`config.mk`:
```
export PLATFORM = sky130hd
export DESIGN_NAME = id_ex_pipe_reg_flat
export DESIGN_NICKNAME = d
export VERILOG_FILES = /design/src/rtl/id_ex_pipe_reg_if.sv /design/src/rtl/id_ex_pipe_reg.sv /design/src/flat_wrapper.sv
export SDC_FILE = /design/constraint.sdc
export NUM_CORES = 1
export LEC_CHECK = 0
export CORE_MARGIN = 8
export CORE_UTILIZATION = 45
export CTS_CLUSTER_DIAMETER = 80
export DETAILED_ROUTE_END_ITERATION = 6
export PLACE_DENSITY = 0.8
export SYNTH_ARGS = -nofsm -noshare
export SYNTH_HDL_FRONTEND = slang
export SYNTH_SLANG_ARGS = --single-unit
export TNS_END_PERCENT = 30
```
`constraint.sdc`:
```
create_clock -name clk -period 1.7 [get_ports clk]
set_input_delay 0.34 -clock clk [delete_from_list [all_inputs] [get_ports clk]]
set_output_delay 0.34 -clock clk [all_outputs]
set_load 0.03 [all_outputs]
```
`src/rtl/id_ex_pipe_reg_if.sv`:
```
// rtl/id_ex_pipe_reg_if.sv - ID/EX pipeline register handshake and data bundle
//
// Purpose: groups every non-clock/reset signal of id_ex_pipe_reg.
//   The master modport is the environment side (ID stage plus EX stage).
//   The slave modport is the pipeline register itself.
// Signals:
//   flush                  taken-branch flush from EX/control
//   in_valid / in_ready    ID -> register handshake
//   in_pc, in_rt, in_rd, in_imm, in_bus_a, in_bus_b, in_ctrl   ID payload
//   out_valid / out_ready  register -> EX handshake
//   out_pc, out_rt, out_rd, out_imm, out_bus_a, out_bus_b, out_ctrl  EX payload
//   stall_cnt, bubble_cnt, flush_cnt   performance counters
interface id_ex_pipe_reg_if #(
  parameter int DATA_W = 32,
  parameter int REG_W  = 5,
  parameter int IMM_W  = 16,
  parameter int CTRL_W = 11,
  parameter int CNT_W  = 16
);
  logic              flush;
  logic              in_valid;
  logic              in_ready;
  logic [DATA_W-1:0] in_pc;
  logic [REG_W-1:0]  in_rt;
  logic [REG_W-1:0]  in_rd;
  logic [IMM_W-1:0]  in_imm;
  logic [DATA_W-1:0] in_bus_a;
  logic [DATA_W-1:0] in_bus_b;
  logic [CTRL_W-1:0] in_ctrl;

  logic              out_valid;
  logic              out_ready;
  logic [DATA_W-1:0] out_pc;
  logic [REG_W-1:0]  out_rt;
  logic [REG_W-1:0]  out_rd;
  logic [IMM_W-1:0]  out_imm;
  logic [DATA_W-1:0] out_bus_a;
  logic [DATA_W-1:0] out_bus_b;
  logic [CTRL_W-1:0] out_ctrl;

  logic [CNT_W-1:0]  stall_cnt;
  logic [CNT_W-1:0]  bubble_cnt;
  logic [CNT_W-1:0]  flush_cnt;

  modport master (
    output flush, in_valid, in_pc, in_rt, in_rd, in_imm, in_bus_a, in_bus_b, in_ctrl,
    output out_ready,
    input  in_ready,
    input  out_valid, out_pc, out_rt, out_rd, out_imm, out_bus_a, out_bus_b, out_ctrl,
    input  stall_cnt, bubble_cnt, flush_cnt
  );

  modport slave (
    input  flush, in_valid, in_pc, in_rt, in_rd, in_imm, in_bus_a, in_bus_b, in_ctrl,
    input  out_ready,
    output in_ready,
    output out_valid, out_pc, out_rt, out_rd, out_imm, out_bus_a, out_bus_b, out_ctrl,
    output stall_cnt, bubble_cnt, flush_cnt
  );
endinterface

```
`src/rtl/id_ex_pipe_reg.sv`:
```
// rtl/id_ex_pipe_reg.sv - two-entry skid-buffered ID/EX pipeline register
//
// Purpose: carries PC, Rt/Rd, immediate, both register-file read buses and
//   the packed control word from decode to execute with valid/ready flow
//   control, taken-branch flush and bubble masking of side-effect controls.
// Ports:
//   clk   rising-edge clock
//   rst   synchronous active-high reset
//   bus   id_ex_pipe_reg_if.slave (handshakes, payloads, perf counters)
// Optional feature macro: ID_EX_PERF_CNT_EN enables the saturating
//   stall/bubble/flush counters; when undefined they read as zero.
// Control word map: [0] ExtOp, [1] ALUSrc, [4:2] ALUop, [5] RegDst,
//   [6] R_type, [7] MemWr, [8] Branch, [9] MemtoReg, [10] RegWr.
module id_ex_pipe_reg #(
  parameter int                DATA_W    = 32,
  parameter int                REG_W     = 5,
  parameter int                IMM_W     = 16,
  parameter int                CTRL_W    = 11,
  parameter logic [CTRL_W-1:0] KILL_MASK = 11'h580,
  parameter int                CNT_W     = 16
) (
  input logic            clk,
  input logic            rst,
  id_ex_pipe_reg_if.slave bus
);

  localparam int ENTRY_W = 3 * DATA_W + 2 * REG_W + IMM_W + CTRL_W;

  // Occupancy: EMPTY (M0,S0), ONE (M1,S0), FULL (M1,S1).
  typedef enum logic [1:0] {
    ST_EMPTY = 2'd0,
    ST_ONE   = 2'd1,
    ST_FULL  = 2'd2
  } state_t;

  state_t r_state;
  state_t w_state_nxt;

  logic [ENTRY_W-1:0] r_m_entry;
  logic [ENTRY_W-1:0] r_s_entry;
  logic [ENTRY_W-1:0] w_in_entry;
  logic [CTRL_W-1:0]  w_m_ctrl;

  logic w_m_valid;
  logic w_s_valid;
  logic w_in_fire;
  logic w_out_fire;
  logic w_load_m_in;
  logic w_load_m_s;
  logic w_load_s_in;

  assign w_m_valid = (r_state != ST_EMPTY);
  assign w_s_valid = (r_state == ST_FULL);

  // in_ready comes only from state (plus reset), never from out_ready,
  // so back-pressure from EX never ripples combinationally into ID.
  assign bus.in_ready = rst | ~w_s_valid;

  assign w_in_fire  = bus.in_valid & ~w_s_valid & ~bus.flush;
  assign w_out_fire = w_m_valid & bus.out_ready;

  assign w_in_entry = {bus.in_pc, bus.in_rt, bus.in_rd, bus.in_imm,
                       bus.in_bus_a, bus.in_bus_b, bus.in_ctrl};

  // --------------------------------------------------------------------------
  // Occupancy FSM
  // --------------------------------------------------------------------------
  always_ff @(posedge clk) begin
    if (rst) begin
      r_state <= ST_EMPTY;
    end else begin
      r_state <= w_state_nxt;
    end
  end

  always_comb begin
    w_state_nxt = r_state;
    w_load_m_in = 1'b0;
    w_load_m_s  = 1'b0;
    w_load_s_in = 1'b0;
    if (bus.flush) begin
      // Valid flags drop; payload registers are left untouched.
      w_state_nxt = ST_EMPTY;
    end else begin
      unique case (r_state)
        ST_EMPTY: begin
          if (w_in_fire) begin
            w_load_m_in = 1'b1;
            w_state_nxt = ST_ONE;
          end
        end
        ST_ONE: begin
          if (w_in_fire && w_out_fire) begin
            w_load_m_in = 1'b1;
          end else if (w_in_fire) begin
            w_load_s_in = 1'b1;
            w_state_nxt = ST_FULL;
          end else if (w_out_fire) begin
            w_state_nxt = ST_EMPTY;
          end
        end
        ST_FULL: begin
          if (w_out_fire) begin
            w_load_m_s  = 1'b1;
            w_state_nxt = ST_ONE;
          end
        end
        default: begin
          w_state_nxt = ST_EMPTY;
        end
      endcase
    end
  end

  // --------------------------------------------------------------------------
  // Payload storage
  // --------------------------------------------------------------------------
  always_ff @(posedge clk) begin
    if (rst) begin
      r_m_entry <= '0;
      r_s_entry <= '0;
    end else begin
      if (w_load_m_in) begin
        r_m_entry <= w_in_entry;
      end else if (w_load_m_s) begin
        r_m_entry <= r_s_entry;
      end
      if (w_load_s_in) begin
        r_s_entry <= w_in_entry;
      end
    end
  end

  assign {bus.out_pc, bus.out_rt, bus.out_rd, bus.out_imm,
          bus.out_bus_a, bus.out_bus_b, w_m_ctrl} = r_m_entry;

  assign bus.out_valid = w_m_valid;

  // A bubble must not write registers, memory or redirect the PC, so the
  // side-effect bits are forced low whenever M holds no live instruction.
  assign bus.out_ctrl = w_m_valid ? w_m_ctrl : (w_m_ctrl & ~KILL_MASK);

  // --------------------------------------------------------------------------
  // Performance counters
  // --------------------------------------------------------------------------
`ifdef ID_EX_PERF_CNT_EN
  logic [CNT_W-1:0] r_stall_cnt;
  logic [CNT_W-1:0] r_bubble_cnt;
  logic [CNT_W-1:0] r_flush_cnt;

  // Counters stop at all-ones instead of wrapping.
  always_ff @(posedge clk) begin
    if (rst) begin
      r_stall_cnt  <= '0;
      r_bubble_cnt <= '0;
      r_flush_cnt  <= '0;
    end else begin
      if (w_m_valid && !bus.out_ready && !(&r_stall_cnt)) begin
        r_stall_cnt <= r_stall_cnt + CNT_W'(1);
      end
      if (!w_m_valid && !(&r_bubble_cnt)) begin
        r_bubble_cnt <= r_bubble_cnt + CNT_W'(1);
      end
      if (bus.flush && (w_m_valid || w_s_valid) && !(&r_flush_cnt)) begin
        r_flush_cnt <= r_flush_cnt + CNT_W'(1);
      end
    end
  end

  assign bus.stall_cnt  = r_stall_cnt;
  assign bus.bubble_cnt = r_bubble_cnt;
  assign bus.flush_cnt  = r_flush_cnt;
`else
  assign bus.stall_cnt  = {CNT_W{1'b0}};
  assign bus.bubble_cnt = {CNT_W{1'b0}};
  assign bus.flush_cnt  = {CNT_W{1'b0}};
`endif

endmodule

```
`src/flat_wrapper.sv`:
```
// flat-port wrapper written by rule: the top's interface ports become plain ports
module id_ex_pipe_reg_flat 
#(
  parameter int                DATA_W    = 32,
  parameter int                REG_W     = 5,
  parameter int                IMM_W     = 16,
  parameter int                CTRL_W    = 11,
  parameter logic [CTRL_W-1:0] KILL_MASK = 11'h580,
  parameter int                CNT_W     = 16
)
  (clk, rst, bus_flush, bus_in_valid, bus_in_pc, bus_in_rt, bus_in_rd, bus_in_imm, bus_in_bus_a, bus_in_bus_b, bus_in_ctrl, bus_out_ready, bus_in_ready, bus_out_valid, bus_out_pc, bus_out_rt, bus_out_rd, bus_out_imm, bus_out_bus_a, bus_out_bus_b, bus_out_ctrl, bus_stall_cnt, bus_bubble_cnt, bus_flush_cnt);
  id_ex_pipe_reg_if #(.DATA_W(DATA_W), .REG_W(REG_W), .IMM_W(IMM_W), .CTRL_W(CTRL_W), .CNT_W(CNT_W)) bus_i ();
  input logic clk;
  input logic rst;
  input wire logic [$bits(bus_i.flush)-1:0] bus_flush;
  input wire logic [$bits(bus_i.in_valid)-1:0] bus_in_valid;
  input wire logic [$bits(bus_i.in_pc)-1:0] bus_in_pc;
  input wire logic [$bits(bus_i.in_rt)-1:0] bus_in_rt;
  input wire logic [$bits(bus_i.in_rd)-1:0] bus_in_rd;
  input wire logic [$bits(bus_i.in_imm)-1:0] bus_in_imm;
  input wire logic [$bits(bus_i.in_bus_a)-1:0] bus_in_bus_a;
  input wire logic [$bits(bus_i.in_bus_b)-1:0] bus_in_bus_b;
  input wire logic [$bits(bus_i.in_ctrl)-1:0] bus_in_ctrl;
  input wire logic [$bits(bus_i.out_ready)-1:0] bus_out_ready;
  output wire logic [$bits(bus_i.in_ready)-1:0] bus_in_ready;
  output wire logic [$bits(bus_i.out_valid)-1:0] bus_out_valid;
  output wire logic [$bits(bus_i.out_pc)-1:0] bus_out_pc;
  output wire logic [$bits(bus_i.out_rt)-1:0] bus_out_rt;
  output wire logic [$bits(bus_i.out_rd)-1:0] bus_out_rd;
  output wire logic [$bits(bus_i.out_imm)-1:0] bus_out_imm;
  output wire logic [$bits(bus_i.out_bus_a)-1:0] bus_out_bus_a;
  output wire logic [$bits(bus_i.out_bus_b)-1:0] bus_out_bus_b;
  output wire logic [$bits(bus_i.out_ctrl)-1:0] bus_out_ctrl;
  output wire logic [$bits(bus_i.stall_cnt)-1:0] bus_stall_cnt;
  output wire logic [$bits(bus_i.bubble_cnt)-1:0] bus_bubble_cnt;
  output wire logic [$bits(bus_i.flush_cnt)-1:0] bus_flush_cnt;
  assign bus_i.flush = bus_flush;
  assign bus_i.in_valid = bus_in_valid;
  assign bus_i.in_pc = bus_in_pc;
  assign bus_i.in_rt = bus_in_rt;
  assign bus_i.in_rd = bus_in_rd;
  assign bus_i.in_imm = bus_in_imm;
  assign bus_i.in_bus_a = bus_in_bus_a;
  assign bus_i.in_bus_b = bus_in_bus_b;
  assign bus_i.in_ctrl = bus_in_ctrl;
  assign bus_i.out_ready = bus_out_ready;
  assign bus_in_ready = bus_i.in_ready;
  assign bus_out_valid = bus_i.out_valid;
  assign bus_out_pc = bus_i.out_pc;
  assign bus_out_rt = bus_i.out_rt;
  assign bus_out_rd = bus_i.out_rd;
  assign bus_out_imm = bus_i.out_imm;
  assign bus_out_bus_a = bus_i.out_bus_a;
  assign bus_out_bus_b = bus_i.out_bus_b;
  assign bus_out_ctrl = bus_i.out_ctrl;
  assign bus_stall_cnt = bus_i.stall_cnt;
  assign bus_bubble_cnt = bus_i.bubble_cnt;
  assign bus_flush_cnt = bus_i.flush_cnt;
  id_ex_pipe_reg #(.DATA_W(DATA_W), .REG_W(REG_W), .IMM_W(IMM_W), .CTRL_W(CTRL_W), .KILL_MASK(KILL_MASK), .CNT_W(CNT_W)) u_core (.clk(clk), .rst(rst), .bus(bus_i));
endmodule
```
==> results.toml <==
[floorplan]
core_sq_um = 29700
ios = 321
dieWidth_um = 190
dieHeight_um = 190
start_util_pct = 45.7
rows = 63
die_area_sq_um = 36000

[synthesis]
synth_top_family_by_area = "simple AND/OR/NAND/NOR gates"
synthMuxAreaShare_pct = 0.0737
synth-xor-area-share_pct = 0
avgSynthCellArea_sq_um = 8.67
synthAdderAreaFrac_pct = 0
synth-simple-area-share_pct = 22.8
netlist-cell-type-count = 34
synthCells = 1566
synth_seq_cells = 268
synth_compound_area_share_pct = 19.6
synthesis.area_sq_um = 13600
yosys_warnings = 0
ys_seq_area_share_pct = 39.5

[sta]
tightest_slew_ns = 0.630
finalCritPeriodShare_pct = 109
finalSetupViolCount = 14
rsz0062_at_grt = "yes"
fin_skew_ns = 0.0220
maxSlewViolCount = 0
hold_violations = 0
finalSetupTns_ns = -0.525
relSlewSlack_pct = 58.0
fin_crit_ns = 1.85
finalWorstSetupSlack_ns = -0.148
whs_ns = 0.126
fmax_mhz = 541

[routing]
firstDrtPassIters = 5
routed_via_density = 5.80
drtAntennaViolNets = 0
wirelength_um = 41100
drt_iter0_drc = 1036
vias = 12100
drc = 0
routedWlPerCell_um = 19.7

[power]
p_sw_mw = 4.40
pwr-share-seq_pct = 42.4
power_leakage_nw = 6.14
switching_share_pct = 27.9
ir_worst_vdd_mv = 0.601
p_int_mw = 11.4
power_frac_comb_pct = 16.4
clkPwrFrac_pct = 41.3
p_per_area_nw_per_um2 = 930

[critical_path]
critical_path_buf_inv_count = 2
start_kind = "flip-flop"
crit_arrival_ns = 1.51
path_depth = 4
crit_path_frequent_cell = "buf_6"
crit_family = "flip-flops"
worstRegToRegCells = 5
critPathKind = "reg2out"
slowest_delay_ns = 0.37
critPathMaxFanout = 4
slowest_stage = "dfxtp_4"
critPathRequiredTime_ns = 1.36
endpoint_kind = "output pin"
crit_chain = "buf_6 > nand2b_4 > or2_4 > buf_6"

[clock_tree]
clock_latency_ns = 0.55
htreeDepth = 1
clockBufferDepth = 3
cts_buffers = 29
cts.sink_count = 268
cts_tree = "done"
cts_root_buf = "clkbuf_16"
cts_hold_buffers = 0
clk_pin_slew_ns = 0.06

[global_routing]
grt_util_all_layers_pct = 20.4
antenna_found_initial = 6
gr-total-overflow = 0
grt_max_degree = 106
grt_pass1_wl_um = 62000
grt_pass1_vias = 11800

[place]
gp_congestion = 0.793
pre_cts_slack_ns = -0.421
place_hpwl_um = 25400
portBuffers = 272

[run]
cap_violations = 0

[final_layout]
final_nets = 1807
drive_above_1_share_pct = 20.9
fin_util_pct = 57.1
final_cell_mix = "267 x nand2_1, 266 x dfxtp_1, 135 x clkdlybuf4s50_1"
layout_commonest_cell = "nand2_1"
synthToLayoutAreaGrowth_pct = 24.9

[outcome]
status = "finished with violations"
violations = "setup timing"

[hold_path]
hold_class = "in2reg"
worstHoldPathCells = 2
[kinds of logic after synthesis]
group	Yosys count
AO/OA/AOI/OAI	402
buffers and inverters	344
flip-flops	268
multiplexers	1
other	1
AND/OR/NAND/NOR	550
[metal layers]
metal  track usage [%]  routed length [um]  up-vias  part of all wire [%]
met5                 0                  41        -                  0.10
met1              24.8               16000     5806                    39
met4              9.83                1810        6                   4.4
met3              4.45                3470      127                   8.5
met2              34.0               19700      600                    48
li1                  -                   -     5534                     -
[worst paths after layout]
path | start | endpoint | slack, ns
max | u_core.r_state[1]$_SDFFE_PP0P_ | bus_in_ready | -0.15
min | rst | u_core.r_m_entry[40]$_SDFFE_PP0P_ | 0.13
max reg2reg | u_core.r_state[1]$_SDFFE_PP0P_ | u_core.r_s_entry[11]$_SDFFE_PP0P_ | -0.13
min reg2reg | u_core.r_s_entry[71]$_SDFFE_PP0P_ | u_core.r_s_entry[71]$_SDFFE_PP0P_ | 0.47
[worst register-to-register path: stages, from the launching register on]
cell,delay [ns]
dfxtp_4,0.36
buf_4,0.14
or3b_4,0.51
buf_12,0.25
o21ai_1,0.27
a21oi_1,0.12
[power by group through the flow]
stage,combinational [mW],sequential [mW],clock [mW]
4_1_cts,2.46,6.68,6.62
5_1_grt,2.72,6.71,6.93
6_report,2.58,6.68,6.51
2_1_floorplan,1.86,6.77,0
3_3_place_gp,2.54,6.82,0
3_5_place_dp,2.57,6.83,0
[synth_stat cells, drive strengths merged]
cell type | number | area [sq um]
or3b | 2 | 17.5
nor2 | 3 | 11.3
o21a | 1 | 7.51
nand3b | 1 | 7.51
buf | 289 | 2240
or2 | 1 | 6.26
conb | 1 | 3.75
a21oi | 134 | 671
clkbuf | 54 | 205
a2111oi | 1 | 8.76
nand4bb | 1 | 11.3
o21ai | 133 | 684
nor3b | 1 | 7.51
a311oi | 133 | 1290
nand3 | 133 | 666
nor2b | 4 | 25.0
and4bb | 1 | 12.5
nand2 | 268 | 1010
nand2b | 2 | 12.5
nor3 | 133 | 1300
mux2i | 1 | 10.0
inv | 1 | 3.75
dfxtp | 268 | 5370
[registers in the layout (all words and copies together), names as in the netlist]
name              count
u_core.r_m_entry    133
u_core.r_s_entry    133
u_core.r_state        2
[per-stage QoR]
step                      std cells  cell area [sq um]  total power, mW
after floorplan                1613              13800             8.63
final                          2082              17000             15.8
after global placement         2011              15600             9.36
after CTS                      2067              16500             15.8
after detailed placement       2011              15600             9.40
after global routing           2082              17000             16.4
[layout make-up]
class                   count  area, sq um
fillers                  2596        12800
multi-input cells        1002         6190
flip-flops and latches    268         5370
repair buffers            367         3930
clock buffers              36          782
well taps                 390          488
clock inverters            15          196
diodes                      3         7.51
inverters                   1         3.75
[repair_timing]
action	in CTS	in global routing
pin swaps	0	10
buffers inserted	5	3
resized for setup	171	68
endpoints found under the setup margin	137	105
cloned	0	9
Note: power is estimated with default switching activity, not from simulation.
